### src/rtl/mem_arbiter.sv
// Shared-memory arbiter: one bus master port serving fetch and load/store.
// Load/store wins contention; a RESP turnaround cycle follows every transfer.
module mem_arbiter #(
  parameter int TIMEOUT = 255
) (
  input  logic        clk,
  input  logic        rst,
  input  logic        if_req,
  input  logic [31:0] if_addr,
  output logic [31:0] if_rdata,
  output logic        if_ack,
  input  logic        mem_req,
  input  logic        mem_we,
  input  logic [3:0]  mem_sel,
  input  logic [31:0] mem_addr,
  input  logic [31:0] mem_wdata,
  output logic [31:0] mem_rdata,
  output logic        mem_ack,
  input  logic        flush,
  output logic        bus_req,
  output logic        bus_we,
  output logic [3:0]  bus_sel,
  output logic [31:0] bus_addr,
  output logic [31:0] bus_wdata,
  input  logic [31:0] bus_rdata,
  input  logic        bus_ack,
  output logic        stallreq_from_if,
  output logic        stallreq_from_mem,
  output logic        bus_err
);

  typedef enum logic [1:0] {
    IDLE, BUS_IF, BUS_MEM, RESP
  } state_e;

  localparam logic [7:0] LIMIT = 8'(TIMEOUT - 1);

  state_e      state_q, state_d;
  logic        we_q, we_d;
  logic [3:0]  sel_q, sel_d;
  logic [31:0] addr_q, addr_d;
  logic [31:0] wdata_q, wdata_d;
  logic [31:0] if_rdata_q, if_rdata_d;
  logic [31:0] mem_rdata_q, mem_rdata_d;
  logic [7:0]  cnt_q, cnt_d;
  logic        drop_q, drop_d;
  logic        err_q, err_d;
  logic        resp_if_q, resp_if_d;
  logic        drop_now;

  always_ff @(posedge clk or negedge rst) begin
    if (!rst) begin
      state_q     <= IDLE;
      we_q        <= 1'b0;
      sel_q       <= 4'h0;
      addr_q      <= 32'h0;
      wdata_q     <= 32'h0;
      if_rdata_q  <= 32'h0;
      mem_rdata_q <= 32'h0;
      cnt_q       <= 8'h0;
      drop_q      <= 1'b0;
      err_q       <= 1'b0;
      resp_if_q   <= 1'b0;
    end else begin
      state_q     <= state_d;
      we_q        <= we_d;
      sel_q       <= sel_d;
      addr_q      <= addr_d;
      wdata_q     <= wdata_d;
      if_rdata_q  <= if_rdata_d;
      mem_rdata_q <= mem_rdata_d;
      cnt_q       <= cnt_d;
      drop_q      <= drop_d;
      err_q       <= err_d;
      resp_if_q   <= resp_if_d;
    end
  end

  always_comb begin
    state_d     = state_q;
    we_d        = we_q;
    sel_d       = sel_q;
    addr_d      = addr_q;
    wdata_d     = wdata_q;
    if_rdata_d  = if_rdata_q;
    mem_rdata_d = mem_rdata_q;
    cnt_d       = cnt_q;
    drop_d      = drop_q;
    err_d       = err_q;
    resp_if_d   = resp_if_q;
    drop_now    = drop_q | flush;
    unique case (state_q)
      IDLE: begin
        if (mem_req) begin
          we_d      = mem_we;
          sel_d     = mem_sel;
          addr_d    = mem_addr;
          wdata_d   = mem_wdata;
          cnt_d     = 8'h0;
          resp_if_d = 1'b0;
          state_d   = BUS_MEM;
        end else if (if_req) begin
          we_d      = 1'b0;
          sel_d     = 4'b1111;
          addr_d    = if_addr;
          cnt_d     = 8'h0;
          resp_if_d = 1'b1;
          drop_d    = flush;
          state_d   = BUS_IF;
        end
      end
      BUS_IF: begin
        drop_d = drop_now;
        // A dropped fetch still finishes on the bus but leaves if_rdata alone
        if (bus_ack) begin
          if (!drop_now) if_rdata_d = bus_rdata;
          state_d = RESP;
        end else if (cnt_q == LIMIT) begin
          if (!drop_now) if_rdata_d = 32'h0;
          err_d   = 1'b1;
          state_d = RESP;
        end else begin
          cnt_d = cnt_q + 8'd1;
        end
      end
      BUS_MEM: begin
        if (bus_ack) begin
          mem_rdata_d = bus_rdata;
          state_d     = RESP;
        end else if (cnt_q == LIMIT) begin
          mem_rdata_d = 32'h0;
          err_d       = 1'b1;
          state_d     = RESP;
        end else begin
          cnt_d = cnt_q + 8'd1;
        end
      end
      RESP: begin
        drop_d  = 1'b0;
        state_d = IDLE;
      end
      default: state_d = IDLE;
    endcase
  end

  assign bus_req   = (state_q == BUS_IF) || (state_q == BUS_MEM);
  assign bus_we    = we_q;
  assign bus_sel   = sel_q;
  assign bus_addr  = addr_q;
  assign bus_wdata = wdata_q;
  assign bus_err   = err_q;
  assign if_rdata  = if_rdata_q;
  assign mem_rdata = mem_rdata_q;
  assign if_ack    = (state_q == RESP) && resp_if_q && !drop_q;
  assign mem_ack   = (state_q == RESP) && !resp_if_q;

  assign stallreq_from_if  = if_req & ~if_ack;
  assign stallreq_from_mem = mem_req & ~mem_ack;

endmodule

### config.mk
export PLATFORM = sky130hd
export DESIGN_NAME = mem_arbiter
export DESIGN_NICKNAME = d
export VERILOG_FILES = /design/src/rtl/mem_arbiter.sv
export SDC_FILE = /design/constraint.sdc
export NUM_CORES = 1
export LEC_CHECK = 0
export ABC_CLOCK_PERIOD_IN_PS = 2100
export BUFFER_PORTS_ARGS = -buffer_cell sky130_fd_sc_hd__buf_2
export CORE_MARGIN = 3
export CORE_UTILIZATION = 49
export CTS_BUF_LIST = sky130_fd_sc_hd__clkbuf_4
export DETAILED_ROUTE_END_ITERATION = 10
export GPL_ROUTABILITY_DRIVEN = 0
export HOLD_SLACK_MARGIN = 0.06
export PLACE_DENSITY = 0.92
export SLEW_MARGIN = 20
export SYNTH_ARGS = -nofsm -noshare
export SYNTH_HDL_FRONTEND = slang
export SYNTH_SLANG_ARGS = --single-unit
### constraint.sdc
create_clock -name clk -period 2.1 [get_ports clk]
set_input_delay 0.105 -clock clk [delete_from_list [all_inputs] [get_ports clk]]
set_output_delay 0.105 -clock clk [all_outputs]
set_load 0.01 [all_outputs]
==> flow_metrics.env <==
export IMPL_crit_start="mem_req"
export IMPL_grt_met1_usage_pct=38.5
export IMPL_crit_required_ns=2.50
export IMPL_post_drt_wl_per_cell_um=23.1
export IMPL_fin_nets=1067
export IMPL_syn_area_um2=6310
export IMPL_ant_nets=0
export IMPL_grt_use_total_pct=35.4
export IMPL_clk_path_buf_depth=2
export IMPL_status="complete, no violations"
export IMPL_crit_arrival_ns=2.41
export IMPL_ir_drop_mv=0.822
export IMPL_port_buffers=277
export IMPL_h_tree_depth=4
export IMPL_die_area_um2=14300
export IMPL_numCtsBuffers=17
export IMPL_insertion_delay_ns=0.56
export IMPL_slew_viol_final=0
export IMPL_synthCells=506
export IMPL_ys_ff_latch=146
export IMPL_crit_path_end_kind="register"
export IMPL_max_freq_ghz=0.496
export IMPL_cts_root_buf="clkbuf_4"
export IMPL_syn_avg_cell_area_um2=12.5
export IMPL_clk_pin_slew_ns=0.14
export IMPL_drc=0
export IMPL_die_y_um=119
export IMPL_use_met3_pct=11.4
export IMPL_dp_final_hpwl_um=13700
export IMPL_finalHoldViolCount=0
export IMPL_mostFrequentLayoutCell="buf_2"
export IMPL_overflow=0
export IMPL_grt_pass1_wl_um=38700
export IMPL_cts_tree="yes"
export IMPL_grt_pass1_vias=6761
export IMPL_synth_ff_type="dfrtp_1"
export IMPL_viasPerCell=5.89
export IMPL_rsz0062_at_grt="false"
export IMPL_critPathLaunchType="primary input"
export IMPL_total_leakage_power_nw=5.06
export IMPL_finalCritPeriodShare_pct=96.0
export IMPL_synth_edf_count=0
export IMPL_synth_cell_type_count=47
export IMPL_dp_cells=929
export IMPL_layout_common_cells="277 x buf_2, 146 x dfrtp_1, 138 x dlygate4sd3_1"
export IMPL_tightestPinTransition_ns=0.687
export IMPL_routed_via_count=6517
export IMPL_fin_tns_setup_ns=0
export IMPL_area_growth_pct=52.5
export IMPL_antenna_found_initial=6
export IMPL_worst_path_max_fanout=37
export IMPL_coreArea_um2=12300
export IMPL_drive_gt1_share_pct=39.4
export IMPL_post_route_util_pct=78.1
export IMPL_wl_um=25600
export IMPL_top_usage_layer="met2"
export IMPL_fp_dieW_um=119
export IMPL_ys_async_sr_fraction_pct=100
export IMPL_reg2reg_from="cnt_q[0]"
export IMPL_firstDrtPassIters=5
export IMPL_worstSetupPathType="primary input to register"
export IMPL_fin_crit_ns=2.02
export IMPL_final_setup_skew_ns=0.0273
export IMPL_drt_iter0_markers=706
export IMPL_ys_warn_count=0
export IMPL_num_rows=40
export IMPL_grt_max_degree=43
export IMPL_p_per_area_nw_per_um2=1320
export IMPL_stdcell_count=1107
export IMPL_yosysSeqAreaShare_pct=57.9
export IMPL_holdCritPathClass="primary input to async pin"
export IMPL_cts_sinks=146
export IMPL_gr_usage_met2_pct=61.4
export IMPL_drv_cap=0
export IMPL_initial_core_util_pct=51.2
export IMPL_synth_nets=653
export IMPL_setup_violations=0
export IMPL_timing_slew_headroom_pct=54.0
export IMPL_cts_setup_buffers=0
export IMPL_num_io_pins=278
==> final cells by class <==
class,count,area (µm²)
Fill cell,679,2690
Inverter,7,26.3
Clock inverter,14,163
Multi-Input combinational cell,315,2440
Tap cell,168,210
Sequential cell,146,3650
Clock buffer,18,135
Antenna cell,6,15.0
Timing Repair Buffer,433,2970
==> sequential cells by signal (all words and copies together), names as in the netlist, 2 cells and up <==
name / flops
bus_wdata: 32
bus_sel: 4
state_q: 2
cnt_q: 8
mem_rdata: 32
if_rdata: 32
bus_addr: 32
==> stage by stage <==
stage          hold WS [ns]  worst slack (ns)  cell area [µm²]  total power [W]
2_1_floorplan        -0.191             0.356             6310          0.00770
3_3_place_gp         0.0804             0.201             7890          0.00973
3_5_place_dp         0.0802             0.114             7890           0.0100
4_1_cts              0.0739            0.0967             9600           0.0121
5_1_grt              0.0881            0.0282             9620           0.0133
6_report              0.116            0.0844             9620           0.0127
==> path summary, 6_finish.rpt <==
path	slack, ns	end	depth (start not counted)
worst min-delay path	0.12	mem_rdata[1]	3
max in group asynchronous	1.41	mem_rdata[3]	3
worst max-delay path	0.08	bus_addr[25]	6
worst max register to register	0.12	if_rdata[31]	6
worst min register to register	0.49	if_rdata[24]	1
min in group clk	0.32	bus_wdata[4]	3
==> cells in the mapped netlist (3+ instances only) <==
| cell | instances | area, µm² |
|---|---|---|
| dfrtp_1 | 146 | 3650 |
| nand2_1 | 42 | 158 |
| o21ai_0 | 37 | 185 |
| mux2i_1 | 35 | 350 |
| nand4_1 | 35 | 219 |
| a22o_1 | 32 | 280 |
| mux2_2 | 32 | 360 |
| a21bo_1 | 30 | 300 |
| buf_2 | 14 | 70.1 |
| clkbuf_1 | 14 | 52.6 |
| ha_1 | 8 | 100 |
| nor2b_1 | 8 | 50.1 |
| buf_4 | 7 | 52.6 |
| inv_1 | 7 | 26.3 |
| nand3_1 | 6 | 30.0 |
| a21oi_1 | 5 | 25.0 |
| nor2_1 | 5 | 18.8 |
| buf_6 | 3 | 33.8 |
| nor3_1 | 3 | 15.0 |
| o211ai_1 | 3 | 22.5 |
==> worst max-delay path, stage by stage <==
cell and delay [ns]:
dlygate4sd3_1 0.53, buf_2 0.28, buf_6 0.42, mux2i_1 0.29, dlygate4sd3_1 0.63, o21ai_0 0.14
==> kinds of logic after synthesis <==
family / Yosys count / synth area share [%]
multiplexers: 67 / 11.3
AO/OA/AOI/OAI: 124 / 15.2
adder cells (fa/ha/maj): 8 / 1.59
AND/OR/NAND/NOR: 116 / 10.3
buffers and inverters: 45 / 3.73
flip-flops: 146 / 57.9
==> power breakdown <==
part	internal, W	leakage [nW]	switching, W
Clock	0.000833	0.159	0.00107
Sequential	0.00413	1.81	0.00101
Combinational	0.00252	3.09	0.00313
==> what timing repair did <==
item,CTS,global route
resized for setup,1,2
hold endpoints to repair,284,0
setup endpoints to repair,1,36
pin swaps,0,1
hold buffers,140,0
==> layer usage <==
layer	part of all wire, %	up-vias
met1	33	3155
li1	-	2683
met3	11	122
met5	0	-
met4	5.9	0
met2	51	557
Power figures use the tool's default switching activity.
